--- src/rtl/adc_ad7175_emulator.sv ---
// AD7175-2 style SPI responder: decodes the comms byte, serves register reads/writes
// and drives DOUT/~RDY, all in the xclk domain by oversampling sclk/cs_n/sdi.
module adc_ad7175_emulator #(
  parameter logic [15:0] ID_VALUE    = 16'h0CD0,
  parameter int          SYNC_STAGES = 2
) (
  input  logic        xclk,
  input  logic        reset,
  input  logic        sclk,
  input  logic        cs_n,
  input  logic        sdi,
  output logic        sdo,
  output logic        sdo_en,
  input  logic        sample_valid,
  input  logic [23:0] sample_data,
  output logic        rdy_n,
  output logic [15:0] adcmode,
  output logic [15:0] ifmode,
  output logic [15:0] ch0,
  output logic [15:0] setupcon0,
  output logic [15:0] filtcon0,
  output logic        reg_write_strobe,
  output logic [5:0]  reg_write_addr,
  output logic        data_read_strobe
);
  localparam logic [5:0] A_STATUS = 6'h00, A_ADCMODE = 6'h01, A_IFMODE = 6'h02,
                         A_DATA = 6'h04, A_ID = 6'h07, A_CH0 = 6'h10,
                         A_SETUP0 = 6'h20, A_FILT0 = 6'h28;

  typedef enum logic [1:0] {IDLE, CMD, RD, WR} state_t;

  logic [SYNC_STAGES-1:0] sclk_sync_q, cs_sync_q, sdi_sync_q;
  logic        sclk_s, cs_s, sdi_s, sclk_p_q, rise, fall;
  state_t      state_q;
  logic [6:0]  cmd_sh_q;
  logic [7:0]  cmd_byte;
  logic [5:0]  bit_cnt_q, len_q, addr_q, ones_q;
  logic [31:0] sh_q, load_w;
  logic [23:0] hold_q;
  logic [15:0] adcmode_q, ifmode_q, ch0_q, setup0_q, filt0_q, wr_val;
  logic        sdo_q, rdy_n_q, wr_stb_q, rd_stb_q, last;
  logic [5:0]  wr_addr_q;

  always_ff @(posedge xclk) begin
    if (!reset) begin
      sclk_sync_q <= '1;
      cs_sync_q   <= '1;
      sdi_sync_q  <= '0;
    end else begin
      sclk_sync_q <= {sclk_sync_q[SYNC_STAGES-2:0], sclk};
      cs_sync_q   <= {cs_sync_q[SYNC_STAGES-2:0], cs_n};
      sdi_sync_q  <= {sdi_sync_q[SYNC_STAGES-2:0], sdi};
    end
  end

  assign sclk_s   = sclk_sync_q[SYNC_STAGES-1];
  assign cs_s     = cs_sync_q[SYNC_STAGES-1];
  assign sdi_s    = sdi_sync_q[SYNC_STAGES-1];
  assign rise     = ~sclk_p_q & sclk_s;
  assign fall     = sclk_p_q & ~sclk_s;
  assign cmd_byte = {cmd_sh_q, sdi_s};
  assign last     = (bit_cnt_q == len_q - 6'd1);
  assign wr_val   = {sh_q[14:0], sdi_s};

  function automatic logic [5:0] len_of(input logic [5:0] a, input logic wide);
    case (a)
      A_ADCMODE, A_IFMODE, A_ID, A_CH0, A_SETUP0, A_FILT0: len_of = 6'd16;
      A_DATA:  len_of = wide ? 6'd32 : 6'd24;
      default: len_of = 6'd8;
    endcase
  endfunction

  // Read word is left-justified so RD always shifts out from bit 31.
  always_comb begin
    load_w = '0;
    case (cmd_byte[5:0])
      A_STATUS:  load_w = {rdy_n_q, 31'b0};
      A_ADCMODE: load_w = {adcmode_q, 16'b0};
      A_IFMODE:  load_w = {ifmode_q, 16'b0};
      A_DATA:    load_w = ifmode_q[6] ? {hold_q, rdy_n_q, 7'b0} : {hold_q, 8'b0};
      A_ID:      load_w = {ID_VALUE, 16'b0};
      A_CH0:     load_w = {ch0_q, 16'b0};
      A_SETUP0:  load_w = {setup0_q, 16'b0};
      A_FILT0:   load_w = {filt0_q, 16'b0};
      default:   load_w = '0;
    endcase
  end

  always_ff @(posedge xclk) begin
    if (!reset) begin
      state_q <= IDLE;  sclk_p_q <= 1'b1;  sdo_q <= 1'b1;  rdy_n_q <= 1'b1;
      cmd_sh_q <= '0;   bit_cnt_q <= '0;   len_q <= 6'd8;  addr_q <= '0;
      ones_q <= '0;     sh_q <= '0;        hold_q <= '0;
      wr_stb_q <= 1'b0; rd_stb_q <= 1'b0;  wr_addr_q <= '0;
      adcmode_q <= 16'h2000; ifmode_q <= 16'h0000; ch0_q <= 16'h8001;
      setup0_q  <= 16'h1000; filt0_q  <= 16'h0500;
    end else begin
      wr_stb_q <= 1'b0;
      rd_stb_q <= 1'b0;
      sclk_p_q <= sclk_s;
      if (cs_s) begin
        state_q   <= IDLE;
        sdo_q     <= 1'b1;
        bit_cnt_q <= '0;
        ones_q    <= '0;
      end else begin
        if (rise) ones_q <= sdi_s ? ones_q + 6'd1 : 6'd0;
        case (state_q)
          IDLE: state_q <= CMD;
          CMD: begin
            sdo_q <= rdy_n_q;
            if (rise) begin
              cmd_sh_q  <= cmd_byte[6:0];
              bit_cnt_q <= bit_cnt_q + 6'd1;
              if (bit_cnt_q == 6'd7) begin
                bit_cnt_q <= '0;
                if (!cmd_byte[7]) begin
                  addr_q <= cmd_byte[5:0];
                  len_q  <= len_of(cmd_byte[5:0], ifmode_q[6]);
                  if (cmd_byte[6]) begin
                    sh_q    <= load_w;
                    state_q <= RD;
                  end else begin
                    state_q <= WR;
                  end
                end
              end
            end
          end
          RD: begin
            if (fall) begin
              sdo_q <= sh_q[31];
              sh_q  <= {sh_q[30:0], 1'b0};
            end
            if (rise) begin
              bit_cnt_q <= bit_cnt_q + 6'd1;
              if (last) begin
                bit_cnt_q <= '0;
                state_q   <= CMD;
                if (addr_q == A_DATA) begin
                  rdy_n_q  <= 1'b1;
                  rd_stb_q <= 1'b1;
                end
              end
            end
          end
          WR: begin
            if (rise) begin
              sh_q      <= {sh_q[30:0], sdi_s};
              bit_cnt_q <= bit_cnt_q + 6'd1;
              if (last) begin
                bit_cnt_q <= '0;
                state_q   <= CMD;
                wr_stb_q  <= 1'b1;
                wr_addr_q <= addr_q;
                case (addr_q)
                  A_ADCMODE: adcmode_q <= wr_val;
                  A_IFMODE:  ifmode_q  <= wr_val;
                  A_CH0:     ch0_q     <= wr_val;
                  A_SETUP0:  setup0_q  <= wr_val;
                  A_FILT0:   filt0_q   <= wr_val;
                  default: begin
                    wr_stb_q  <= 1'b0;
                    wr_addr_q <= wr_addr_q;
                  end
                endcase
              end
            end
          end
          default: state_q <= IDLE;
        endcase
        // 64 consecutive ones: interface reset, overriding whatever this bit did above.
        if (rise && sdi_s && ones_q == 6'd63) begin
          state_q <= CMD;   bit_cnt_q <= '0;  ones_q <= '0;  rdy_n_q <= 1'b1;
          hold_q <= '0;     wr_stb_q <= 1'b0; rd_stb_q <= 1'b0; wr_addr_q <= '0;
          adcmode_q <= 16'h2000; ifmode_q <= 16'h0000; ch0_q <= 16'h8001;
          setup0_q  <= 16'h1000; filt0_q  <= 16'h0500;
        end
      end
      if (sample_valid) begin
        hold_q  <= sample_data;
        rdy_n_q <= 1'b0;
      end
    end
  end

  assign sdo              = sdo_q;
  assign sdo_en           = ~cs_s;
  assign rdy_n            = rdy_n_q;
  assign adcmode          = adcmode_q;
  assign ifmode           = ifmode_q;
  assign ch0              = ch0_q;
  assign setupcon0        = setup0_q;
  assign filtcon0         = filt0_q;
  assign reg_write_strobe = wr_stb_q;
  assign reg_write_addr   = wr_addr_q;
  assign data_read_strobe = rd_stb_q;
endmodule

--- config.mk ---
export PLATFORM = sky130hd
export DESIGN_NAME = adc_ad7175_emulator
export DESIGN_NICKNAME = d
export VERILOG_FILES = /design/src/rtl/adc_ad7175_emulator.sv
export SDC_FILE = /design/constraint.sdc
export NUM_CORES = 1
export LEC_CHECK = 0
export CORE_UTILIZATION = 53
export CTS_CLUSTER_DIAMETER = 150
export DETAILED_ROUTE_END_ITERATION = 12
export PLACE_DENSITY = 0.86
export SLEW_MARGIN = 30
export SYNTH_ARGS = -nofsm -noshare
export SYNTH_HDL_FRONTEND = slang
export SYNTH_SLANG_ARGS = --single-unit
--- constraint.sdc ---
create_clock -name xclk -period 5 [get_ports xclk]
set_input_delay 0.5 -clock xclk [delete_from_list [all_inputs] [get_ports xclk]]
set_output_delay 0.5 -clock xclk [all_outputs]
set_load 0.01 [all_outputs]
==> out/qor.yml <==
power:
  p_leak_nw: 3.169
  powerDensity_nw_per_um2: 312.0
  irDropWorstVdd_mv: 0.2632
setup_path:
  r2r_end: "ifmode[10]$_SDFFE_PN0P_"
  required_ns: 5.33
  cp_data_arrival_time_ns: 3.38
  reg2reg_from: "sdi_sync_q[1]$_SDFF_PN0_"
  r2r_slack_ns: 1.96
  startpoint: "sdi_sync_q[1]$_SDFF_PN0_"
  critPathKind: "reg -> reg"
  cp-start-kind: "flip-flop"
  worst_r2r_path_depth: 5
  crit_path_end_kind: "flip-flop"
  crit_path_max_fanout: 19
  critPathCapture: "ifmode[10]$_SDFFE_PN0P_"
floorplan:
  core_sq_um: 13930
  die-area_sq_um: 14870
  start_util: 0.5473
  die_w_um: 122.0
  io_pins: 121
  die_h_um: 122.0
  fp-row-count: 43
synth:
  synth_edf_count: 0
  synth.cell_area_sq_um: 7626
  syn_avg_cell_area_sq_um: 9.057
  syn_nets: 875
  synthCells: 842
  async_reset_ff_frac: 0
  yosysSeqAreaShare: 0.4804
  synth.distinct_cells: 67
  synth_ff_type: "dfxtp_1"
  ys_ff_latch: 183
  ys_warn_count: 0
layout:
  final_cell_mix: "dfxtp_1, clkdlybuf4s50_1, nand2_1, nor2_1, a22oi_1"
  multiInputGateArea_sq_um: 3647
  post-route-util: 0.6835
  nFillCells: 1059
  antenna_cells: 0
  drive_above_1_share: 0.09352
  final_common_cell: "dfxtp_1"
  final-seq-area_sq_um: 3664
  area_growth_syn_to_layout_pct: 24.89
  finalNetCount: 961
sta:
  tightest_slew_ns: 1.005
  finalSetupViolCount: 0
  clock.fmax_mhz: 328.6
  holdWs_ns: 0.4233
  setup_ws_ns: 1.957
  tns_ns: 0
  finalCritPeriodShare: 0.6087
  hold_viol: 0
  clock_skew_ns: 0.01276
  relSlewSlack: 0.3292
  final.min_clock_period_ns: 3.043
  slew_violations: 0
  rsz0062_at_grt: "false"
placement:
  pre_cts_slack_ns: 2.083
  io_buffers: 120
  gp_congestion: 0.9455
  hpwl_mm: 15.52
route:
  drtIter0Drc: 962
  ant_nets: 0
  wl_per_cell_um: 20.74
  routed_wl_mm: 23.25
  drc: 0
  num_vias: 7241
  first_pass_iters: 6
  vias_per_cell: 6.459
clock_tree:
  clk_pin_slew_ns: 0.07
  cts_resized: 0
  cts_tree: "yes"
  root_buffer: "clkbuf_16"
  cts_buffers: 17
  clockBufferDepth: 2
  cts_hold_buf: 0
  post_cts_buffers: 0
  clkLatencyLatePin_ns: 0.44
  cts_num_sinks: 183
  cts_max_level: 4
worst_hold_path:
  min-delay-path-class: "reg -> reg"
  holdPathStages: 1
flow_run:
  max-cap-violations: 0
grt:
  grt_usage: 0.3199
  antenna_found_initial: 0
  grt_pass1_vias: 6645
  grt_overflow_total: 0
  grt_pass1_wl_mm: 36.27
  grt_max_degree: 57
outcome:
  status: "finished clean"
==> report_power, final <==
group / switching [mW] / internal (mW) / total [mW]
clock network: 0.611 / 0.778 / 1.39
registers: 0.0143 / 1.47 / 1.48
logic: 0.0571 / 0.0410 / 0.0981
total: 0.682 / 2.29 / 2.97
==> worst min path at each step <==
stage / slack [ns] / start / to
after CTS: 0.43 / cs_sync_q[0]$_SDFF_PN1_ / cs_sync_q[1]$_SDFF_PN1_
after detailed placement: 0.41 / cs_sync_q[0]$_SDFF_PN1_ / cs_sync_q[1]$_SDFF_PN1_
after global placement: 0.40 / cs_sync_q[0]$_SDFF_PN1_ / cs_sync_q[1]$_SDFF_PN1_
after global routing: 0.44 / sclk_sync_q[0]$_SDFF_PN1_ / sclk_sync_q[1]$_SDFF_PN1_
final: 0.42 / cs_sync_q[0]$_SDFF_PN1_ / cs_sync_q[1]$_SDFF_PN1_
after floorplan: 0.39 / cs_sync_q[0]$_SDFF_PN1_ / cs_sync_q[1]$_SDFF_PN1_
==> cell type report <==
class / count / share of cell area
flip-flops and latches: 183 / 0.3847
clock buffers: 19 / 0.04756
inverters: 13 / 0.005123
well taps: 180 / 0.02365
clock inverters: 13 / 0.01655
multi-input cells: 579 / 0.3829
repair buffers: 134 / 0.1395
==> cells in the mapped netlist (all sizes together) (6+ instances only) <==
library cell,n,area [sq um]
o221a,13,146.4
clkbuf,45,168.9
nor2,79,299.0
buf,22,133.9
a31oi,20,150.1
nand2,80,300.3
a311oi,9,78.83
a22oi,74,555.5
dfxtp,183,3664
or2,6,42.55
mux2i,16,160.2
a21oi,19,95.09
nand3,61,305.3
nor3,21,137.6
nand3b,6,45.04
a22o,30,262.8
nor4,6,50.04
nand2b,8,50.05
inv,12,45.04
o21ai,57,285.3
==> per-stage QoR <==
step | power [mW] | cell area (sq um) | cells
4_1_cts | 2.976 | 9494 | 1120
6_report | 2.972 | 9524 | 1121
3_3_place_gp | 1.611 | 8835 | 1085
5_1_grt | 3.058 | 9524 | 1121
3_5_place_dp | 1.614 | 8884 | 1088
2_1_floorplan | 1.566 | 7626 | 842
==> worst max-delay path: stages, from the launching register on <==
cell      delay [ns]
dfxtp_1         0.98
nand3b_1        0.37
or3_1           0.64
nand2_1         0.49
nor3_4          0.22
a22o_1          0.23
==> flip-flops by register name (all words and copies together), names as in the netlist, 2 cells and up <==
name,cells
adcmode,16
addr_q,6
bit_cnt_q,6
ch0,16
cmd_sh_q,7
cs_sync_q,2
filtcon0,16
hold_q,24
ifmode,16
len_q,3
ones_q,6
reg_write_addr,6
sclk_sync_q,2
sdi_sync_q,2
setupcon0,16
sh_q,32
state_q,2
==> layer usage <==
layer	share of wire	global-route usage
met1	0.41	0.4364
met2	0.44	0.4675
met3	0.11	0.09082
met4	0.036	0.1435
met5	0	0
==> logic make-up after synthesis <==
family	count (synthesis)	share of synthesized area
DFF	183	0.4804
xor gates and xnor gates	8	0.01099
AOI/OAI and AO/OA	252	0.2418
buffers and inverters	80	0.04610
and+or+nand+nor	300	0.1947
adders and majority gates	3	0.004923
muxes	16	0.02100
Power figures use the tool's default switching activity.
==> patch 1: new RTL, same settings <==
Make the reset (`reset`) asynchronous in 2 clocked blocks.
--- a/src/rtl/adc_ad7175_emulator.sv
+++ b/src/rtl/adc_ad7175_emulator.sv
@@ -41,7 +41,7 @@
   logic        sdo_q, rdy_n_q, wr_stb_q, rd_stb_q, last;
   logic [5:0]  wr_addr_q;
 
-  always_ff @(posedge xclk) begin
+  always_ff @(posedge xclk or negedge reset) begin
     if (!reset) begin
       sclk_sync_q <= '1;
       cs_sync_q   <= '1;
@@ -86,7 +86,7 @@
     endcase
   end
 
-  always_ff @(posedge xclk) begin
+  always_ff @(posedge xclk or negedge reset) begin
     if (!reset) begin
       state_q <= IDLE;  sclk_p_q <= 1'b1;  sdo_q <= 1'b1;  rdy_n_q <= 1'b1;
       cmd_sh_q <= '0;   bit_cnt_q <= '0;   len_q <= 6'd8;  addr_q <= '0;
Check against the original RTL: not equivalent (a bounded check fails within 4 cycles, from zero or initial values and one cycle with reset low; the reset may be asserted at any time).
==> patch 1 against the original RTL <==
- count of clock-buffer cells in the layout decreased by 1
- worst setup slack improved by 0.15 ns
- sequential cell count unchanged
- routed wire length increased by 6.0%
- cell count decreased by 1.6%
- core utilization decreased by 1.2 points
- final area increased by 7.6%
- via count increased by 2.4%
- synthesized area increased by 9.0%
Power is not compared: it rests on default switching activity, and its combinational part moved more than twofold at a synthesized area within 25%.
==> patch 1: results (changes against the original RTL) <==
* Met1 Resource Use GR at 0.444 (was 0.436)
* Top flop regs: sh_q x32, hold_q x24 (unchanged)
* Max incr delay on CP at 0.86 ns (was 0.98 ns)
* RR Endpoint: hold_q[13]$_DFFE_PN0P_ (was ifmode[10]$_SDFFE_PN0P_)
* Drt wl/cell at 22.3 microns (was 20.7 microns)
* Register area share after synthesis at 0.553 (was 0.480)
* CP max stage cell: dfrtp_1 (was dfxtp_1)
* Switching share of total power at 0.290
* CP Data Arrival Time at 3.22 ns (was 3.38 ns)
* Commonest cells post-synth: dfrtp_1 (169), nand2_1 (66), nand3_1 (66) (was dfxtp_1 (183), nand2_1 (80), nor2_1 (78))
* Status: finished, final reports clean (unchanged)
* Synth Area in Compound Gates at 0.223 (was 0.242)
* Synth Flop Type: dfrtp_1 (was dfxtp_1)
* Met3 Track Usage GR at 0.0821 (was 0.0908)
* Layout Nets at 912 (was 961)
* FF-to-FF setup slack at 2.10 ns (was 1.96 ns)
* WHS at 0.105 ns (was 0.423 ns)
* Final std cells w/o fill at 1103 (was 1121)
* Wire length on met2 at 10900 microns (was 10200 microns)
* Post-synthesis mux area share at 0.0167 (was 0.0210)
* Post-synth ARST share at 1.00 (was 0)
* Vias at 7416 (was 7241)
* Post-synthesis xor/xnor area fraction at 0.00692 (was 0.0110)
* Placed Area at 9660 sq um (was 8880 sq um)
* Worst-path maximum fanout at 22 (was 19)
* Dpl hpwl at 16800 microns (was 15500 microns)
* GRT met2 Usage at 0.460 (was 0.468)
* Metal3 WL at 2790 microns (was 2600 microns)
* First-pass GRT wire length at 38800 microns (was 36300 microns)
* Post-Synth Adder-Cell Area at 0.00451 (was 0.00492)
* Routed length on met1 at 9920 microns (was 9590 microns)
* Worst min path class: in2async (was reg2reg)
* Syn nets at 821 (was 875)
* Tot GR Track Use at 0.315 (was 0.320)
* Netlist cell types at 63 (was 67)
* CP Launch Point: sdi_sync_q[1]$_DFF_PN0_ (was sdi_sync_q[1]$_SDFF_PN0_)
* Fill cell count at 1124 (was 1059)
* Vias in the first global route at 6945 (was 6645)
* Routability congestion estimate at 0.934 (was 0.946)
* Gate Count Post-Synth at 788 (was 842)
* Max-slew headroom at 0.457 (was 0.329)
* Reg2Reg Depth at 7 (was 5)
* Largest net degree at the start of global routing at 84 (was 57)
* Setup Skew at 0.0108 ns (was 0.0128 ns)
==> patch 1: changes by cell type in the layout (fill, tap and decap cells not counted), sizes merged, moves of 9 or more <==
cell / change
a32o: +27
o221a: -11
a22oi: -64
a22o: +17
dfstp: +14
nor2: -45
mux2i: -10
o22ai: +19
dfrtp: +169
a311oi: -9
dfxtp: -183
nand2: -13
a31oi: -11
a221oi: +18
==> patch 1: through the flow <==
stage | setup slack, ns | power [mW]
4_1_cts | 2.13 | 3.33
6_report | 2.10 | 3.33
3_5_place_dp | 2.15 | 2.02
2_1_floorplan | 2.62 | 1.88
3_3_place_gp | 2.18 | 2.01
5_1_grt | 1.98 | 3.45
==> patch 1: area by class of cell <==
class	instances	area, sq um	area share
multi-input cells	531	3450	0.337
well taps	211	264	0.0258
inverters	12	45.0	0.00440
clock inverters	14	145	0.0142
flip-flops and latches	183	4600	0.449
repair buffers	134	1300	0.127
clock buffers	18	439	0.0429
==> patch 2: new RTL, same settings <==
Made on the original files. Set the parameter `SYNC_STAGES` to 4 (it was 2).
--- a/src/rtl/adc_ad7175_emulator.sv
+++ b/src/rtl/adc_ad7175_emulator.sv
@@ -2,7 +2,7 @@
 // and drives DOUT/~RDY, all in the xclk domain by oversampling sclk/cs_n/sdi.
 module adc_ad7175_emulator #(
   parameter logic [15:0] ID_VALUE    = 16'h0CD0,
-  parameter int          SYNC_STAGES = 2
+  parameter int          SYNC_STAGES = 4
 ) (
   input  logic        xclk,
   input  logic        reset,
Function: not settled (the Yosys comparison gave no result); the edit may change what the design does.
==> patch 2 against the original RTL <==
- sequential cell count rose by 6
- routed wire length up 5.5%
- largest power group unchanged
- clock power grew 3%
- final area up 4.4%
- power is 2.7% higher
- synthesized area increased by 6.4%
- highest routed layer unchanged
- worst setup slack lost 0.039 ns
==> patch 2: results (changes against the original RTL) <==
* Largest net degree at the start of global routing at 83 (was 57)
* Met3 Track Usage GR at 0.0858 (was 0.0908)
* Grt peak-use layer: met2 (unchanged)
* Met1 Resource Use GR at 0.386 (was 0.436)
* Initial drt markers at 1310 (was 962)
* Vias at 7667 (was 7241)
* Max incr delay on CP at 0.88 ns (was 0.98 ns)
* Tot GR Track Use at 0.310 (was 0.320)
* Source of the worst hold timing path: sclk_sync_q[2]$_SDFF_PN1_ (was cs_sync_q[0]$_SDFF_PN1_)
* Post-CTS Resized at 0 (unchanged)
* Layout cells sized above 1 at 0.0724 (was 0.0935)
* Status: finished, final reports clean (unchanged)
* Final std cells w/o fill at 1179 (was 1121)
* RR Endpoint: ifmode[3]$_SDFFE_PN0P_ (was ifmode[10]$_SDFFE_PN0P_)
* Comb power frac at 0.030 (was 0.033)
* Layout Nets at 1015 (was 961)
* Worst min path class: reg2reg (unchanged)
* Cell Int Power at 2.40 mW (was 2.29 mW)
* GRT met2 Usage at 0.492 (was 0.468)
* Dpl hpwl at 15700 microns (was 15500 microns)
* Leakage at 3.53 nW (was 3.17 nW)
* Hold endpoint: sclk_sync_q[3]$_SDFF_PN1_ (was cs_sync_q[1]$_SDFF_PN1_)
* Worst-path maximum fanout at 26 (was 19)
* Vias in the first global route at 6982 (was 6645)
* Clk power at 1.43 mW (was 1.39 mW)
* Netlist cell types at 66 (was 67)
* Clock power share at 0.469 (was 0.467)
* Routability congestion estimate at 0.883 (was 0.946)
* Max-slew headroom at 0.323 (was 0.329)
* Clk root buf: clkbuf_16 (unchanged)
* CP Data Arrival Time at 3.42 ns (was 3.38 ns)
* Tcrit/Tclk final at 0.616 (was 0.609)
* Setup Skew at 0.0101 ns (was 0.0128 ns)
* First-pass GRT wire length at 37800 microns (was 36300 microns)
* Commonest cells post-synth: dfxtp_1 (189), nand2_1 (129), nor2_1 (80) (was dfxtp_1 (183), nand2_1 (80), nor2_1 (78))
* Worst r2r src: state_q[1]$_SDFFE_PP0P_ (was sdi_sync_q[1]$_SDFF_PN0_)
* Syn nets at 943 (was 875)
* Gate Count Post-Synth at 910 (was 842)
* Setup WS pre-CTS at 1.90 ns (was 2.08 ns)
* DP Cell Count at 1147 (was 1088)
* Register area share after synthesis at 0.466 (was 0.480)
* Maximum vdd ir drop at 0.000282 V (was 0.000263 V)
* Final wirelength at 24500 microns (was 23200 microns)
## patch 2: cell types whose count changed after synthesis, sizes merged, moves of 26 or more
| cell | before | now |
|---|---|---|
| a22o | 30 | 0 |
| mux2i | 16 | 54 |
| a21oi | 19 | 45 |
| nand2 | 80 | 131 |
| o22ai | 0 | 43 |
| nand3 | 61 | 35 |
| o21ai | 57 | 27 |
| a22oi | 74 | 41 |
## patch 2: cell families after synthesis
group / share of synthesized area
simple gates: 0.205
flops: 0.466
mux: 0.0680
compound gates: 0.199
buf+inv: 0.0467
xor+xnor: 0.0105
fa+ha+maj: 0.00463
## patch 2: worst max path at each step
| stage | endpoint |
|---|---|
| 2_1_floorplan | ifmode[10]$_SDFFE_PN0P_ |
| 3_3_place_gp | ch0[3]$_SDFFE_PN0P_ |
| 3_5_place_dp | sh_q[26]$_SDFFE_PN0P_ |
| 4_1_cts | sh_q[11]$_SDFFE_PN0P_ |
| 5_1_grt | ifmode[3]$_SDFFE_PN0P_ |
| 6_report | ifmode[3]$_SDFFE_PN0P_ |
## patch 2: layout make-up
type / instances / area [sq um]
clock inverters: 11 / 151
flip-flops and latches: 189 / 3780
clock buffers: 21 / 480
well taps: 184 / 230
fillers: 1143 / 4810
multi-input cells: 635 / 3990
inverters: 7 / 26.3
repair buffers: 132 / 1290
## patch 2: metrics by stage
stage	hold slack (ns)	cell area, sq um
CTS	0.407	9940
global route	0.426	9950
global placement	0.390	9300
floorplan	0.386	8120
detailed placement	0.393	9310
finish	0.402	9950
## patch 2: layer usage
| metal | vias to the layer above | routed length, microns |
|---|---|---|
| met4 | 0 | 851 |
| li1 | 3463 | - |
| met2 | 497 | 11300 |
| met3 | 81 | 2770 |
| met1 | 3626 | 9590 |
| met5 | - | 0 |
